$ cat src/rtl/cmp_seq_exec.sv
// ----------------------------------------------------------------------------
// cmp_seq_exec
//
// Digit-serial compare/min/max executor for the eForth data path. It takes two
// stack operands (a = NOS, b = TOS) and a Forth compare opcode over a
// valid/ready handshake. It walks the operands one W-bit digit per cycle,
// starting at the MSB. It then returns either a Forth boolean (all ones or
// zero) or the selected operand, together with the {eq,neq,lt,lte,gt,gte}
// flag vector.
//
// Optional build macro: CMP_EARLY_EXIT_EN
//   defined   - SCAN stops on the first (MSB-most) differing digit.
//   undefined - every request scans all D digits (data-independent timing).
//
// Ports:
//   clk      in   clock, rising edge
//   rst      in   synchronous active-high reset
//   i_valid  in   request present (op, a, b)
//   i_ready  out  unit can accept a request
//   op       in   [3] 1=unsigned 0=signed, [2:0] EQ NE LT LE GT GE MIN MAX
//   a        in   first operand (NOS)
//   b        in   second operand (TOS)
//   o_valid  out  result available
//   o_ready  in   consumer takes the result
//   o        out  result word
//   flags    out  {eq,neq,lt,lte,gt,gte} of a relative to b
//   busy     out  high while in SCAN or DONE
// ----------------------------------------------------------------------------
module cmp_seq_exec #(
    parameter int N = 32,
    parameter int W = 4
) (
    input  logic         clk,
    input  logic         rst,
    input  logic         i_valid,
    output logic         i_ready,
    input  logic [3:0]   op,
    input  logic [N-1:0] a,
    input  logic [N-1:0] b,
    output logic         o_valid,
    input  logic         o_ready,
    output logic [N-1:0] o,
    output logic [5:0]   flags,
    output logic         busy
);

    localparam int D  = N / W;
    localparam int KW = (D > 1) ? $clog2(D) : 1;
    localparam logic [N-1:0] SIGN_BIT = {1'b1, {(N-1){1'b0}}};

    typedef enum logic [1:0] {IDLE, SCAN, DONE} state_t;

    state_t        state_q, state_d;
    logic [N-1:0]  a_q, a_d, b_q, b_d;
    logic [3:0]    op_q, op_d;
    logic [KW-1:0] k_q, k_d;
    logic          lt_q, lt_d, gt_q, gt_d;
    logic [N-1:0]  o_q, o_d;
    logic [5:0]    flags_q, flags_d;
    logic          o_valid_q, o_valid_d;
    logic          i_ready_q, i_ready_d;
    logic          busy_q, busy_d;

    // The operands are kept un-biased so MIN/MAX can return them directly.
    // For signed ops, flipping the sign bit maps two's complement onto an
    // unsigned order, so one unsigned digit compare serves both modes.
    logic [N-1:0] a_bias, b_bias;
    logic [W-1:0] dig_a, dig_b;
    logic         lt_now, gt_now, decided, eq_now, last_digit, cond;

    always_comb begin
        a_bias = op_q[3] ? a_q : (a_q ^ SIGN_BIT);
        b_bias = op_q[3] ? b_q : (b_q ^ SIGN_BIT);
        dig_a  = a_bias[int'(k_q) * W +: W];
        dig_b  = b_bias[int'(k_q) * W +: W];
        // The first difference seen (MSB-most) wins. A later digit cannot
        // overturn a relation that is already recorded.
        lt_now  = lt_q | (!gt_q & (dig_a < dig_b));
        gt_now  = gt_q | (!lt_q & (dig_a > dig_b));
        decided = lt_now | gt_now;
        eq_now  = !decided;
`ifdef CMP_EARLY_EXIT_EN
        last_digit = (k_q == '0) || decided;
`else
        last_digit = (k_q == '0);
`endif
        case (op_q[2:0])
            3'd0:    cond = eq_now;
            3'd1:    cond = !eq_now;
            3'd2:    cond = lt_now;
            3'd3:    cond = lt_now | eq_now;
            3'd4:    cond = gt_now;
            3'd5:    cond = gt_now | eq_now;
            3'd6:    cond = lt_now | eq_now;
            default: cond = gt_now | eq_now;
        endcase
    end

    // Next-state and registered-output logic for the IDLE/SCAN/DONE machine.
    // Every output comes from a flop, so nothing downstream observes a
    // combinational path through the digit comparator.
    always_comb begin
        state_d   = state_q;
        a_d       = a_q;
        b_d       = b_q;
        op_d      = op_q;
        k_d       = k_q;
        lt_d      = lt_q;
        gt_d      = gt_q;
        o_d       = o_q;
        flags_d   = flags_q;
        o_valid_d = o_valid_q;
        i_ready_d = i_ready_q;
        busy_d    = busy_q;
        case (state_q)
            IDLE: begin
                i_ready_d = 1'b1;
                if (i_valid && i_ready_q) begin
                    a_d       = a;
                    b_d       = b;
                    op_d      = op;
                    k_d       = KW'(D - 1);
                    lt_d      = 1'b0;
                    gt_d      = 1'b0;
                    state_d   = SCAN;
                    busy_d    = 1'b1;
                    i_ready_d = 1'b0;
                end
            end
            SCAN: begin
                lt_d = lt_now;
                gt_d = gt_now;
                if (last_digit) begin
                    if (op_q[2:1] == 2'b11) begin
                        o_d = cond ? a_q : b_q;
                    end else begin
                        o_d = cond ? {N{1'b1}} : {N{1'b0}};
                    end
                    flags_d   = {eq_now, !eq_now, lt_now, lt_now | eq_now,
                                 gt_now, gt_now | eq_now};
                    o_valid_d = 1'b1;
                    state_d   = DONE;
                end else begin
                    k_d = k_q - KW'(1);
                end
            end
            default: begin
                if (o_ready) begin
                    o_valid_d = 1'b0;
                    state_d   = IDLE;
                    busy_d    = 1'b0;
                    i_ready_d = 1'b1;
                end
            end
        endcase
    end

    // State register. A reset aborts any operation in flight and drops the
    // result, so no stale o_valid pulse can escape.
    always_ff @(posedge clk) begin
        if (rst) begin
            state_q   <= IDLE;
            a_q       <= '0;
            b_q       <= '0;
            op_q      <= '0;
            k_q       <= '0;
            lt_q      <= 1'b0;
            gt_q      <= 1'b0;
            o_q       <= '0;
            flags_q   <= '0;
            o_valid_q <= 1'b0;
            i_ready_q <= 1'b0;
            busy_q    <= 1'b0;
        end else begin
            state_q   <= state_d;
            a_q       <= a_d;
            b_q       <= b_d;
            op_q      <= op_d;
            k_q       <= k_d;
            lt_q      <= lt_d;
            gt_q      <= gt_d;
            o_q       <= o_d;
            flags_q   <= flags_d;
            o_valid_q <= o_valid_d;
            i_ready_q <= i_ready_d;
            busy_q    <= busy_d;
        end
    end

    assign i_ready = i_ready_q;
    assign o_valid = o_valid_q;
    assign o       = o_q;
    assign flags   = flags_q;
    assign busy    = busy_q;

endmodule

$ cat config.mk
export PLATFORM = sky130hd
export DESIGN_NAME = cmp_seq_exec
export DESIGN_NICKNAME = d
export VERILOG_FILES = /design/src/rtl/cmp_seq_exec.sv
export SDC_FILE = /design/constraint.sdc
export NUM_CORES = 1
export LEC_CHECK = 0
export BUFFER_PORTS_ARGS = -buffer_cell sky130_fd_sc_hd__clkbuf_2
export CORE_UTILIZATION = 59
export DETAILED_ROUTE_END_ITERATION = 8
export HOLD_SLACK_MARGIN = 0.03
export PLACE_DENSITY = 0.93
export SYNTH_ARGS = -nofsm -noshare
export SYNTH_HDL_FRONTEND = slang
export SYNTH_SLANG_ARGS = --single-unit
$ cat constraint.sdc
create_clock -name clk -period 9 [get_ports clk]
set_clock_uncertainty 0.2 [all_clocks]
set_input_delay 0.9 -clock clk [delete_from_list [all_inputs] [get_ports clk]]
set_output_delay 0.9 -clock clk [all_outputs]
set_load 0.01 [all_outputs]
After elaboration in Yosys (flattened, before gate mapping)
Cells that the tools add are included.
W data, S select, Z words.

storage, ports and cells
  flip-flop bits (word level) = 116
  bits in latches = 0
  memory bits (writable) = 0
  memory bits (read-only) = 0
  output and inout port bits = 41
  logic and storage cells = 82
  memories kept = 0

cells by class
  add/subtract/negate cells = 1
  multipliers = 0
  div/mod/pow operators = 0
  magnitude comparators = 2
  equal/unequal tests = 10
  shift operators = 2
  muxes and demuxes = 24
  bitwise operators = 11
  reductions and logical operators = 20

operators with widths
  cell                   count
  $mux W32               5
  $shiftx A32 B6 Y4      2
  $reduce_and A3 Y1      4
  $pmux W1 S2            5
  $reduce_and A2 Y1      4
  $eq A3 B2 Y1 const B   2
  $eq A3 B3 Y1 const B   2
  $logic_not A3 Y1       2
  $mux W1                6
  $mux W2                3
  $mux W3                2
  $ne A2 B2 Y1 const B   3
  $pmux W3 S2            1
  $reduce_bool A2 Y1     3
  $or A1 B1 Y1           5
  $pmux W1 S5            1
  $gt A4 B4 Y1           1
  $lt A4 B4 Y1           1
  $not A1 Y1             4
  $pmux W2 S2            1
  $eq A3 B1 Y1 const B   1
  $logic_not A1 Y1       3
  $reduce_bool A3 Y1     1
  $sub A3 B1 Y3 const B  1
  6 further kinds        7

Longest topological paths before layout
  word-level depth = 12
  mapped depth = 14
  depth with buffers taken out = 11

Worst setup path after synthesis
No wires, ideal clock.

  kind = register to register
  start = register k_q[0]
  end = register o_q[0], in the netlist o[0]
  data arrival time = 3,541 ps
  data required time = 8,683 ps
  path slack = 5,141 ps
  stages on the path, launching flop included = 14
  clock period less this slack = 3,859 ps
  cells stage by stage = dfxtp_1 -> clkbuf_1 -> buf_2 -> mux4_2 -> mux2i_1 -> ha_1 -> nor2b_2 -> o211ai_1 -> and2_1 -> buf_6 -> o32ai_4 -> buf_2 -> or3_1 -> a32o_1

on the way
  longest elaborated chain between the ends = 10

RTL lines
  what                                                 RTL line  text
  from (decl)                                          56        logic [KW-1:0] k_q, k_d;
  from (signal assigned)                               179       k_q <= k_d;
  $shiftx A32 B6 Y4 (on tied branches)                 74, 75
  $lt A4 B4 Y1 / $gt A4 B4 Y1 (equally long branches)  78, 79
  $and A1 B1 Y1 (on tied branches)                     78, 79
  $or A1 B1 Y1 (on tied branches)                      78, 79
  $or A1 B1 Y1                                         80        decided = lt_now | gt_now;
  $logic_not A1 Y1                                     81        eq_now = !decided;
  $or A1 B1 Y1 (on tied branches)                      -
  $pmux W1 S5                                          87        case (op_q[2:0])
  $mux W32 (on tied branches)                          137, 135
  $mux W32                                             134       if (op_q[2:1] == 2'b11) begin
  to (signal assigned)                                 169       o_q <= '0;
  to (signal assigned)                                 182       o_q <= o_d;
  to (decl)                                            58        logic [N-1:0] o_q, o_d;

Parallel ways exist; a longest one is shown, timed or not.
A chain may end at the register's enable or synchronous reset.

Worst setup path after layout
  start = register k_q[0]
  end = register o_q[10], in the netlist o[10]

Same word-level chain as after synthesis.

==> impl_metrics.yaml <==
flow_run:
  cap_violations: 0
hold_path:
  hold_class: "flip-flop to flip-flop"
  hold_path_depth: 2
  holdPathEnd: "busy"
  holdCritStartpoint: "busy"
power_and_ir_drop:
  switchingPower_uw: 547
  power.density_mw_per_mm2: 268
  p_leak_nw: 2.51
  p_int_mw: 1.21
  p_clk_share_pct: 39.9
  switching_share_pct: 31.2
  ir_drop_v: 0.000144
  combinationalPowerShare_pct: 26.1
  seqPwrFrac_pct: 34.0
yosys:
  synth.distinct_cells: 44
  ys_warn_count: 0
  synthArstFlopShare_pct: 0
  syn-num-nets: 688
  yosysSeqAreaShare_pct: 42.2
  syn_avg_cell_area_um2: 9.02
  synth_edf_count: 0
  synth_area_mm2: 0.00550
  synth-main-ff-cell: "dfxtp_1"
  syn_inst: 610
  ys_ff_latch: 116
route:
  routed_via_density: 6.25
  dr_total_vias: 5076
  drc_errors: 0
  ant_nets: 0
  avgRoutedWirePerCell_um: 18.9
  dr.pass1.iters: 6
  drt_iter0_drc: 304
  wl_mm: 15.4
sta:
  hold_viol: 0
  rsz0062_at_grt: "false"
  drv_slew: 0
  fmax_mhz: 208
  period_needed_ns: 4.81
  worst_pin_slew_ns: 1.33
  post-route-period-util_pct: 53.5
  max-slew-margin-rel_pct: 11.1
  finalSetupViolCount: 0
  fin_tns_setup_ns: 0
finish:
  drive_above_1_share_pct: 29.4
  fill_cells: 628
  area_growth_pct: 19.2
  n_antenna_cell: 0
  regArea_mm2: 0.00232
  fin_util_pct: 73.8
  final_nets: 770
  multi_input_area_mm2: 0.00288
critical_path:
  path_class: "flip-flop to flip-flop"
  cp_data_required_time_ns: 9.22
  critPathArrivalTime_ns: 5.03
  worstReg2RegEnd: "o[10]"
  end_kind: "flip-flop"
  r2r_start: "k_q[0]"
  rr_worst_depth: 9
  crit_fanout: 32
  r2r_slack_ns: 4.19
  start_kind: "flip-flop"
placed_design:
  port_buffers: 112
  hpwl_mm: 9.85
  place_congestion: 0.903
cts:
  cts_num_sinks: 116
  cts-htree-levels: 4
  cts_hold_buf: 0
  cts_tree: "built"
  cts-resized-gates: 0
  clock_latency_ns: 0.53
  numCtsBuffers: 17
  cts_setup_buffers: 0
  root_buffer: "clkbuf_8"
  clockBufferDepth: 2
  clk_pin_slew_worst_paths_ns: 0.06
grt:
  grt_pass1_wl_mm: 24.9
  grt_overflow_total: 0
  grt_util_all_layers_pct: 33.2
  grt_max_degree: 86
  grt_pass1_vias: 4962
  antenna_found_initial: 0
die:
  initial_core_util_pct: 61.9
  core-area_mm2: 0.00889
  die_area_mm2: 0.00971
  io_pins: 113
  dieHeight_um: 98.6
  die_x_um: 98.6
  placementRows: 34
outcome:
  status: "complete, no violations"
==> cells by family after synthesis <==
kind of cell,after synthesis,synth area share [%]
buf+inv,59,5.82
mux,24,8.08
fa+ha+maj,6,1.36
compound gates,157,22.9
flops,116,42.2
simple gates,245,19.2
xor+xnor,3,0.478
==> layer usage <==
layer	share of wire, %	global-route usage [%]	vias up
met2	51	57.1	229
met4	4.5	17.7	0
met1	38	38.1	2444
met3	6.4	8.37	61
li1	-	-	2342
met5	0	0	-
==> cell usage after synthesis, types with 5 or more instances <==
| library cell | instances | area, um^2 |
|---|---|---|
| dfxtp_1 | 116 | 2320 |
| a21oi_1 | 76 | 380 |
| ha_1 | 6 | 75.1 |
| mux2i_1 | 5 | 50.1 |
| or3_1 | 33 | 206 |
| nor2_1 | 13 | 48.8 |
| o31ai_2 | 29 | 363 |
| nand2_1 | 179 | 672 |
| a32o_1 | 32 | 320 |
| buf_6 | 5 | 56.3 |
| clkbuf_1 | 40 | 150 |
| mux4_2 | 16 | 360 |
==> how the worst max path moves through the flow <==
stage / start / to / slack [ns] / cells after the start
3_3_place_gp: k_q[0] / o[18] / 4.38 / 9
4_1_cts: k_q[0] / o[10] / 4.22 / 9
5_1_grt: k_q[0] / o[10] / 3.93 / 9
6_report: k_q[0] / o[10] / 4.19 / 9
3_5_place_dp: k_q[0] / o[19] / 4.24 / 9
2_1_floorplan: k_q[0] / o[0] / 5.14 / 13
==> flip-flops by register name, indices dropped and copies added (netlist names) <==
name     cells
i_ready      1
flags        6
lt_q         1
a_q         32
gt_q         1
state_q      2
o           32
k_q          3
busy         1
b_q         32
op_q         4
o_valid      1
==> per-stage QoR <==
step	setup WS [ns]	hold WS, ns	instances	cell area (um^2)	power (mW)
after floorplan	5.14	0.242	610	5500	0.967
after global placement	4.38	0.250	781	5950	1.03
after detailed placement	4.24	0.250	781	5950	1.05
after CTS	4.22	0.258	812	6560	1.75
after global routing	3.93	0.294	812	6560	1.81
final	4.19	0.264	812	6560	1.76
==> critical path: stages, from the launching register on <==
cell,delay [ns]
dfxtp_1,1.07
mux4_2,0.63
mux2_2,0.29
ha_1,0.29
nand4_1,0.17
nor4_2,0.34
nand3b_1,0.20
o21ai_4,0.96
o31ai_2,0.22
a32o_1,0.31
==> cells in the final DEF, fill, tap and decap left out, types with 5 or more instances in the layout <==
master,count
a21oi_1,76
a32o_1,32
buf_4,5
clkbuf_16,16
clkbuf_2,112
dfxtp_1,116
ha_1,6
mux2i_1,5
mux4_2,16
nand2_1,179
nor2_1,11
o31ai_2,29
or3_1,32
==> power groups by stage <==
stage / sequential [mW] / combinational, mW / clock, mW
after global placement: 0.603 / 0.428 / 0
final: 0.597 / 0.457 / 0.701
after floorplan: 0.588 / 0.379 / 0
after detailed placement: 0.606 / 0.442 / 0
after CTS: 0.595 / 0.453 / 0.698
after global routing: 0.601 / 0.485 / 0.726
==> area by class of cell <==
cell class	count	area share, %
clock buffer	21	6.85
clock inverter	10	2.37
inverter	5	0.286
multi-input combinational	435	43.9
sequential	116	35.4
tap	108	2.06
timing repair buffer	117	9.12
(Power assumes the default switching activity.)
